===== config.mk =====
export PLATFORM = sky130hd
export DESIGN_NAME = apb_timer
export DESIGN_NICKNAME = d
export VERILOG_FILES = /design/src/rtl/apb_timer.sv
export SDC_FILE = /design/constraint.sdc
export NUM_CORES = 1
export LEC_CHECK = 0
export BUFFER_PORTS_ARGS = -buffer_cell sky130_fd_sc_hd__buf_4
export CAP_MARGIN = 20
export CORE_ASPECT_RATIO = 1.5
export CORE_MARGIN = 10
export CORE_UTILIZATION = 31
export CTS_BUF_LIST = sky130_fd_sc_hd__clkbuf_4
export CTS_CLUSTER_SIZE = 40
export DETAILED_ROUTE_END_ITERATION = 8
export PLACE_DENSITY = 0.49
export RECOVER_POWER = 25
export SYNTH_ARGS = -nofsm -noshare
export SYNTH_HDL_FRONTEND = slang
export SYNTH_SLANG_ARGS = --single-unit

===== constraint.sdc =====
create_clock -name clk -period 3.26 [get_ports clk]
set_input_delay 0.326 -clock clk [delete_from_list [all_inputs] [get_ports clk]]
set_output_delay 0.326 -clock clk [all_outputs]
set_load 0.1 [all_outputs]

===== src/rtl/apb_timer.sv =====
// ---------------------------------------------------------------------------
// apb_timer
//
// 32-bit down-counting timer on the APB side of the AHB-lite-to-APB bridge
// (slave slot 2). It has a programmable prescaler, one-shot or periodic
// mode, a sticky interrupt flag and a level interrupt output.
//
// Register map (byte offset, only paddr[11:2] decoded):
//   0x00 CTRL     RW  [0] EN, [1] MODE (1 = periodic), [2] IRQ_EN
//   0x04 PRESCALE RW  [PRESCALE_W-1:0]
//   0x08 LOAD     RW  reload value
//   0x0C VALUE    RO  current count
//   0x10 STATUS   W1C [0] IF (sticky expiry flag)
//   0x14 COMPARE  RW  PWM compare value (only with TIMER_PWM_EN)
//
// Optional feature macro: TIMER_PWM_EN
//   defined   : COMPARE register exists, pwm_o <= EN & (VALUE < COMPARE)
//   undefined : 0x14 reads 0 and ignores writes, pwm_o tied low
//
// Ports:
//   clk      system clock, rising edge
//   rst      asynchronous active-high reset
//   paddr    APB address
//   psel     slave select
//   penable  APB access phase
//   pwrite   1 = write, 0 = read
//   pwdata   write data
//   prdata   read data (combinational, 0 unless psel & ~pwrite)
//   irq_o    level interrupt = STATUS.IF & CTRL.IRQ_EN
//   pwm_o    PWM output (0 unless TIMER_PWM_EN)
// ---------------------------------------------------------------------------
module apb_timer #(
    parameter int          PRESCALE_W = 16,
    parameter logic [31:0] RESET_LOAD = 32'h0
) (
    input  logic        clk,
    input  logic        rst,
    input  logic [31:0] paddr,
    input  logic        psel,
    input  logic        penable,
    input  logic        pwrite,
    input  logic [31:0] pwdata,
    output logic [31:0] prdata,
    output logic        irq_o,
    output logic        pwm_o
);

    localparam logic [9:0] OFF_CTRL     = 10'h000;
    localparam logic [9:0] OFF_PRESCALE = 10'h001;
    localparam logic [9:0] OFF_LOAD     = 10'h002;
    localparam logic [9:0] OFF_VALUE    = 10'h003;
    localparam logic [9:0] OFF_STATUS   = 10'h004;
    localparam logic [9:0] OFF_COMPARE  = 10'h005;

    // Architectural state
    logic                  en_reg,       en_next;
    logic                  mode_reg,     mode_next;
    logic                  irq_en_reg,   irq_en_next;
    logic [PRESCALE_W-1:0] prescale_reg, prescale_next;
    logic [31:0]           load_reg,     load_next;
    logic [31:0]           value_reg,    value_next;
    logic                  if_reg,       if_next;
    logic [PRESCALE_W-1:0] pcnt_reg,     pcnt_next;

    // Decode
    logic [9:0] reg_idx;
    logic       wr_en;
    logic       wr_ctrl;
    logic       wr_prescale;
    logic       wr_load;
    logic       wr_status;
    logic       tick;
    logic       expire;
    logic       start_wr;
    logic       stop_wr;

    // Address bits outside the decoded window are intentionally ignored.
    logic unused_addr_bits;
    assign unused_addr_bits = ^{paddr[31:12], paddr[1:0]};

    assign reg_idx     = paddr[11:2];
    assign wr_en       = psel & penable & pwrite;
    assign wr_ctrl     = wr_en && (reg_idx == OFF_CTRL);
    assign wr_prescale = wr_en && (reg_idx == OFF_PRESCALE);
    assign wr_load     = wr_en && (reg_idx == OFF_LOAD);
    assign wr_status   = wr_en && (reg_idx == OFF_STATUS);

    // Tick and expiry are judged on the registered state, so a CTRL write in
    // the same cycle cannot suppress the IF set of a tick already due.
    assign tick     = en_reg && (pcnt_reg == prescale_reg);
    assign expire   = tick && (value_reg == 32'd0);
    assign start_wr = wr_ctrl && pwdata[0] && !en_reg;
    assign stop_wr  = wr_ctrl && !pwdata[0];

    always_comb begin
        en_next       = en_reg;
        mode_next     = mode_reg;
        irq_en_next   = irq_en_reg;
        prescale_next = prescale_reg;
        load_next     = load_reg;
        value_next    = value_reg;
        if_next       = if_reg;
        pcnt_next     = pcnt_reg;

        if (wr_ctrl) begin
            en_next     = pwdata[0];
            mode_next   = pwdata[1];
            irq_en_next = pwdata[2];
        end
        if (wr_prescale) begin
            prescale_next = pwdata[PRESCALE_W-1:0];
        end
        if (wr_load) begin
            load_next = pwdata;
        end

        if (start_wr) begin
            value_next = load_next;
            pcnt_next  = '0;
        end else if (en_reg && !stop_wr) begin
            // A stopping write freezes VALUE and the prescaler in its own cycle.
            pcnt_next = tick ? '0 : pcnt_reg + PRESCALE_W'(1);
            if (tick) begin
                if (value_reg != 32'd0) begin
                    value_next = value_reg - 32'd1;
                end else if (mode_reg) begin
                    value_next = load_reg;
                end else if (!wr_ctrl) begin
                    // One-shot end; an explicit CTRL write this cycle wins.
                    en_next = 1'b0;
                end
            end
        end

        // Set beats a same-cycle write-1-to-clear.
        if (wr_status && pwdata[0]) begin
            if_next = 1'b0;
        end
        if (expire) begin
            if_next = 1'b1;
        end
    end

    always_ff @(posedge clk or posedge rst) begin
        if (rst) begin
            en_reg       <= 1'b0;
            mode_reg     <= 1'b0;
            irq_en_reg   <= 1'b0;
            prescale_reg <= '0;
            load_reg     <= RESET_LOAD;
            value_reg    <= 32'd0;
            if_reg       <= 1'b0;
            pcnt_reg     <= '0;
        end else begin
            en_reg       <= en_next;
            mode_reg     <= mode_next;
            irq_en_reg   <= irq_en_next;
            prescale_reg <= prescale_next;
            load_reg     <= load_next;
            value_reg    <= value_next;
            if_reg       <= if_next;
            pcnt_reg     <= pcnt_next;
        end
    end

    assign irq_o = if_reg & irq_en_reg;

`ifdef TIMER_PWM_EN
    logic [31:0] compare_reg;
    logic        pwm_reg;
    logic        wr_compare;

    assign wr_compare = wr_en && (reg_idx == OFF_COMPARE);

    always_ff @(posedge clk or posedge rst) begin
        if (rst) begin
            compare_reg <= 32'd0;
            pwm_reg     <= 1'b0;
        end else begin
            if (wr_compare) begin
                compare_reg <= pwdata;
            end
            pwm_reg <= en_reg & (value_reg < compare_reg);
        end
    end

    assign pwm_o = pwm_reg;
`else
    assign pwm_o = 1'b0;
`endif

    // Read mux: combinational so data is valid in the access phase.
    always_comb begin
        prdata = 32'd0;
        if (psel && !pwrite) begin
            case (reg_idx)
                OFF_CTRL:     prdata = {29'd0, irq_en_reg, mode_reg, en_reg};
                OFF_PRESCALE: prdata = 32'(prescale_reg);
                OFF_LOAD:     prdata = load_reg;
                OFF_VALUE:    prdata = value_reg;
                OFF_STATUS:   prdata = {31'd0, if_reg};
`ifdef TIMER_PWM_EN
                OFF_COMPARE:  prdata = compare_reg;
`endif
                default:      prdata = 32'd0;
            endcase
        end
    end

endmodule


==> PnR_summary.wiki, run 1 <==
{| class="wikitable"
! Metric !! Value
|-
| Post-synthesis mux area share || roughly 14%
|-
| Number of hold violations in the final report || 0
|-
| Switching power || 0.543 mW
|-
| CTS tree || yes
|-
| Reg power frac || 55.5%
|-
| Post-CTS setup-driven buffer insertion count || 0
|-
| Total setup violations reported at the end of the flow || 0
|-
| Die area || around 27000 sq um
|-
| Timing-limited maximum frequency || 344 MHz
|-
| Fraction of final layout cells sized beyond drive strength 1 || 27.3%
|-
| Share of Yosys cell area claimed by the top area cell type || a little under two fifths
|-
| Critical path start-end classification || reg -> reg
|-
| Outcome || finished, violations left
|-
| WP data required || 3.66 ns
|-
| Final weighted congestion in routability-driven placement || 0.893
|-
| Remaining routing DRC violations || 0
|-
| Skew-Pair Late Insertion Delay || 0.52 ns
|-
| CTS sink cnt || 100
|-
| Final sum of negative setup slack || 0 ns
|-
| Width of the chip || about 140 um
|-
| Post-Synthesis Net Count || ~770
|-
| Number of warnings printed during yosys synthesis || 0
|-
| Post-route antenna net violation count || 0
|-
| Leading cell type by number of instances after synthesis || dfrtp_1
|-
| Number of design-rule violations left by the first detailed-router iteration || 422
|-
| Cell Rows || 64
|-
| Clock slew at reported path FFs || about 0.17 ns
|-
| Starting density of the core || 31.7%
|-
| Worst clock skew on the final layout || around 0.02 ns
|-
| Internal power of the cells || 1.71 mW
|-
| Failing checks || capacitance limit, slew limit
|-
| Most frequently used flop master after synthesis || dfrtp_1
|-
| Startpoint class of the critical path || flop
|-
| Number of I/O pins || 103
|-
| Fraction of synthesized cell area in xor and xnor cells || roughly 3.4%
|-
| Number of enable flip-flop cells after synthesis || 0
|-
| Biggest area contributors in the synthesized netlist || dfrtp_1 (38%), mux2_2 (9.0%), nor2_1 (4.5%), mux2i_1 (4.1%), a21oi_1 (3.9%)
|-
| Count of port buffers added during placement || 79
|-
| Worst-margin pin slew || between 2 and 2.5 ns
|-
| Clock share of power || 38.2%
|-
| Number of buffers created by CTS || 9
|-
| Maximum Capacitance Violations || 1
|-
| Average vias per placed instance || 5.67
|-
| Worst slew margin relative to its limit || -61.2%
|-
| Compound-Gate Fraction of Synth Area || 16.8%
|-
| Share of synthesized cell area in and, or, nand and nor gates || 22.2%
|-
| Data arrival, critical path || between 3 and 4 ns
|-
| Layout-stage area growth over the synthesis result || 17.5%
|-
| Post-synthesis adder-cell area fraction || 0.576%
|-
| Max Transition Viols Final || 58
|-
| Combinational family with the most area after synthesis || simple AND/OR/NAND/NOR gates
|-
| Final wirelength || 22000 um
|-
| Vias in the first global route || 6166
|-
| Combinational group share of total power || 6.3%
|-
| Vias after detailed routing || 5931
|-
| Switch share || between 20% and 30%
|-
| Kind of capture point of the worst setup path || flop
|-
| Maximum number of buffers from clock root to sink || 2
|-
| Synth top cells by count || dfrtp_1 (100), nor2_1 (79), mux2_2 (52)
|-
| Power density relative to cell area || 294 nW/um^2
|-
| Die boundary height || 198 um
|-
| Yosys cell types || 77
|-
| # resized after CTS || 0
|-
| Period utilisation layout || between 80% and 90%
|-
| Total congestion overflow after global routing || 0
|-
| Cell type contributing the most total cell area after synthesis || dfrtp_1
|-
| Net count of the finished layout || between 800 and 900
|-
| Seq/Total Area, Yosys || 38.4%
|-
| Min cycle time layout || 2.90 ns
|-
| Class of the most critical hold timing path || in -> reg
|-
| Wire length of the first global-routing pass || 35000 um
|-
| Pre-antenna DRT Iters || 5
|-
| Setup repair after global routing missed its margin || no
|-
| Number of flip-flops and latches in the synthesized netlist || 100
|-
| Initial antenna violation count || 1
|-
| FFs w/ async S/R, synth || 100%
|-
| Leakage power figure || between 3 and 4 nW
|-
| Worst slack on hold paths || 0.0434 ns
|-
| Post-synthesis instance area || 6520 sq um
|-
| GRT Overall Usage || approximately 16%
|-
| Highest ir drop seen on vdd || 0.158 mV
|-
| Floorplan Core Area || 20600 sq um
|-
| Buffer type at the clock tree root || clkbuf_4
|-
| CTS H-tree depth || 3
|-
| Pin count of the biggest net entering global routing || 58
|-
| Synthesized netlist cell count || 702
|-
| Detail Placement HPWL || 16500 um
|-
| Post-DR wirelength/cell || 21.0 um
|-
| Maximum fanout count along the critical path || 6
|-
| Syn_area_per_cell || just over 9 sq um
|}
-- routing by layer --
layer / track usage, % / vias to the layer above / part of all wire, %
li1: - / 2772 / -
met1: 18.1 / 2984 / 41
met2: 29.1 / 148 / 53
met3: 2.67 / 27 / 3.8
met4: 5.60 / 0 / 2.3
met5: 0 / - / 0
-- logic make-up after synthesis --
group	count (synthesis)
simple gates	266
compound gates	163
flops	100
mux	83
buf+inv	61
xor+xnor	25
fa+ha+maj	3
other cells	1
-- power by group through the flow --
stage / Sequential (mW) / Combinational (mW) / Clock [mW]
floorplan: 1.27 / 0.0679 / 0
global placement: 1.27 / 0.143 / 0
detailed placement: 1.27 / 0.145 / 0
CTS: 1.25 / 0.146 / 0.879
global route: 1.25 / 0.155 / 0.927
finish: 1.25 / 0.142 / 0.860
-- cell usage in the layout (no fill, tap or decap), types with 3 or more instances in the layout --
cell type and instances:
o221ai_1 9, o211ai_1 5, nor2_1 69, o311ai_0 4, or4b_1 3, or3_1 21
nor2_2 10, or4_4 4, clkbuf_4 12, nand4_1 14, nor4_1 7, a21oi_1 51
inv_1 12, and2_1 7, a21o_1 3, or4_1 6, and3_1 7, nor3_1 17
nand3_1 31, ha_1 3, o21ai_0 15, xnor2_1 16, a22oi_1 17, o211a_1 3
nand2_1 42, a22o_1 7, mux2_2 52, nor4_4 4, o2bb2ai_1 4, buf_4 108
dfrtp_1 100, xor2_1 9, bufinv_16 3, a31oi_1 24, mux2i_1 27
-- what timing repair did --
action / CTS / global route
hold endpoints to repair: 35 / 0
setup endpoints to repair: 0 / 0
hold buffers: 1 / 0
-- worst max-delay path, stage by stage (launching register included) --
cell	delay (ns)
dfrtp_1	0.46
or4_1	0.68
nor4b_1	0.68
nand2_1	0.35
or3_1	0.41
mux2i_1	0.13
a21oi_1	0.08
-- worst paths after layout --
kind	endpoint	slack, ns	cells past startpoint	startpoint
max reg2reg	value_reg[27]	0.36	6	value_reg[0]
min reg2reg	load_reg[27]	0.57	1	load_reg[27]
max in group asynchronous	prescale_reg[14]	0.68	3	rst
min	load_reg[26]	0.04	2	pwdata[26]
max	value_reg[27]	0.36	6	value_reg[0]
min in group asynchronous	load_reg[29]	1.20	3	rst
-- metrics by stage --
step	power (mW)	instance area, sq um	cells	utilization (%)	setup slack (ns)
after detailed placement	1.42	7470	1028	36.3	0.429
after floorplan	1.34	6550	702	-	0.00266
after global placement	1.42	7470	1028	36.3	0.445
final	2.25	7660	1046	37.2	0.355
after global routing	2.33	7660	1046	37.2	0.212
after CTS	2.27	7670	1045	37.3	0.411
-- final cells by class --
class | instances | area (sq um)
Tap cell | 264 | 330
Clock buffer | 11 | 82.6
Sequential cell | 100 | 2500
Fill cell | 2135 | 12900
Multi-Input combinational cell | 541 | 3760
Timing Repair Buffer | 111 | 832
Antenna cell | 1 | 2.50
Inverter | 13 | 48.8
Clock inverter | 5 | 100
No activity file was read; power rests on OpenSTA's default activity.
==> run 2, diff against run 1 <==
Settings changed: CELL_PAD_IN_SITES_DETAIL_PLACEMENT set to 1, CELL_PAD_IN_SITES_GLOBAL_PLACEMENT set to 2, PLACE_DENSITY 0.49 to 0.72.
==> run 2 against run 1 <==
The run still ends with capacitance limit, slew limit left. First-iteration DRC count fell by 24%. Final area fell by 0.75%. Fmax rose by 1.5%. Combinational power barely moved. Register-to-register slack improved by 0.04 ns. Die area did not move. Clock power fell by 28%. Sequential share of layout area rose by 0.25 points. Largest cell class unchanged. Largest power group unchanged.
==> PnR_summary.wiki, run 2 (synthesized netlist as in run 1, its figures left out) <==
{| class="wikitable"
! Metric !! Value
|-
| Wire length of the first global-routing pass || 37500 um
|-
| Remaining routing DRC violations || 0
|-
| Layout-stage area growth over the synthesis result || 16.6%
|-
| Average vias per placed instance || 5.65
|-
| Leakage power figure || 3.51 nW
|-
| Number of I/O pins || 103
|-
| Die area || between 20000 and 30000 sq um
|-
| Post-route antenna net violation count || 0
|-
| Floorplan Core Area || 20600 sq um
|-
| Outcome || finished, violations left
|-
| Pre-antenna DRT Iters || 4
|-
| Min cycle time layout || 2.86 ns
|-
| Number of fill cells in the layout || 2353
|-
| Worst slack on hold paths || 0.0512 ns
|-
| Kind of capture point of the worst setup path || flop
|-
| Setup repair after global routing missed its margin || no
|-
| Period utilisation layout || 87.7%
|-
| Cell Rows || between 60 and 70
|-
| Vias after detailed routing || 5906
|-
| Initial antenna violation count || 1
|-
| Area occupied by multi-input gates || about 3800 sq um
|-
| Placed Area || approximately 7500 sq um
|-
| Width of the chip || 138 um
|-
| Fraction of final layout cells sized beyond drive strength 1 || between 20% and 30%
|-
| Worst clock skew on the final layout || 0.0191 ns
|-
| Startpoint class of the critical path || flop
|-
| Detail Placement HPWL || 17700 um
|-
| Maximum fanout count along the critical path || 15
|-
| Utilization after layout || 37.0%
|-
| Number of buffers created by CTS || 9
|-
| Count of port buffers added during placement || 79
|-
| Final wirelength || 23700 um
|-
| # resized after CTS || 0
|-
| Buffer type at the clock tree root || clkbuf_4
|-
| Pin count of the biggest net entering global routing || 101
|-
| Total setup violations reported at the end of the flow || 0
|-
| Post-layout total power || just over 2 mW
|-
| Failing checks || capacitance limit, slew limit
|-
| Worst slew margin relative to its limit || -63.0%
|-
| Number of hold violations in the final report || 0
|-
| Most common cell after layout, fill and taps aside || buf_4
|-
| Summed area of non-filler cells in the final layout || 7600 sq um
|-
| Data arrival, critical path || roughly 3.3 ns
|-
| Vias in the first global route || 6545
|-
| CTS H-tree depth || 3
|-
| CTS tree || yes
|-
| Final weighted congestion in routability-driven placement || 0.847
|-
| Critical path start-end classification || reg -> reg
|-
| Worst-margin pin slew || 2.45 ns
|-
| Layout Cells excl Fill || 1046
|-
| Net count of the finished layout || 849
|-
| Class of the most critical hold timing path || in -> reg
|-
| Total congestion overflow after global routing || 0
|-
| Post-CTS setup-driven buffer insertion count || 0
|-
| Post-placement setup slack || 0.414 ns
|-
| Post-DR wirelength/cell || between 20 and 25 um
|-
| Timing-limited maximum frequency || around 350 MHz
|-
| GRT Overall Usage || 17.0%
|-
| Highest ir drop seen on vdd || 0.125 mV
|-
| Number of placed instances with taps included || 1029
|-
| CTS sink cnt || 100
|-
| Final sum of negative setup slack || 0 ns
|-
| Area taken by flip-flops and latches || roughly 2500 sq um
|-
| Maximum Capacitance Violations || 1
|-
| Maximum number of buffers from clock root to sink || 2
|-
| Die boundary height || between 150 and 200 um
|-
| Commonest cells after routing, fill and taps aside || buf_4 (108), dfrtp_1 (100), nor2_1 (69)
|-
| Number of design-rule violations left by the first detailed-router iteration || about 320
|-
| WP data required || roughly 3.7 ns
|-
| Clock slew at reported path FFs || 0.17 ns
|-
| Slack of the critical path || between 0.3 and 0.4 ns
|-
| Power density relative to cell area || 265 nW/um^2
|-
| Skew-Pair Late Insertion Delay || 0.49 ns
|-
| Max Transition Viols Final || 101
|-
| Total of hold buffers inserted after clock tree synthesis || 1
|-
| Starting density of the core || 31.7%
|}
==> run 2: path summary, 6_finish.rpt <==
path                         startpoint  depth (start not counted)  slack [ns]                to
setup / recovery            pcnt_reg[5]                          7        0.40       pcnt_reg[2]
hold / removal               pwdata[25]                          2        0.05      load_reg[25]
setup reg to reg            pcnt_reg[5]                          7        0.40       pcnt_reg[2]
hold reg to reg            load_reg[27]                          1        0.57      load_reg[27]
min in group asynchronous           rst                          4        1.25      load_reg[25]
max in group asynchronous           rst                          4        0.54  prescale_reg[13]
==> run 2: layout make-up <==
| cell class | instances | share of cell area [%] |
|---|---|---|
| inverter | 13 | 0.675 |
| clock buffer | 10 | 0.987 |
| timing repair buffer | 112 | 11.2 |
| antenna | 1 | 0.0329 |
| tap | 264 | 4.34 |
| multi-input combinational | 541 | 49.5 |
| sequential | 100 | 32.9 |
| clock inverter | 5 | 0.395 |
==> run 2: power breakdown <==
group	switching, mW	internal [mW]
Sequential	0.00485	1.25
Clock	0.464	0.158
Combinational	0.0829	0.0587
Total	0.552	1.46
==> run 2: worst max-delay path, stage by stage (launching register included) <==
cell     delay [ns]
dfrtp_1        0.49
xor2_1         0.21
or4b_1         0.57
or4_4          0.53
o21ai_4        0.31
buf_4          0.32
o21ai_1        0.09
a22o_1         0.24
==> run 2: layer usage <==
metal	up-vias	track usage [%]	wire length (um)
met5	-	0	0
met4	0	5.91	513
met3	30	2.14	584
met2	96	32.5	13000
met1	3018	18.7	9560
li1	2762	-	-
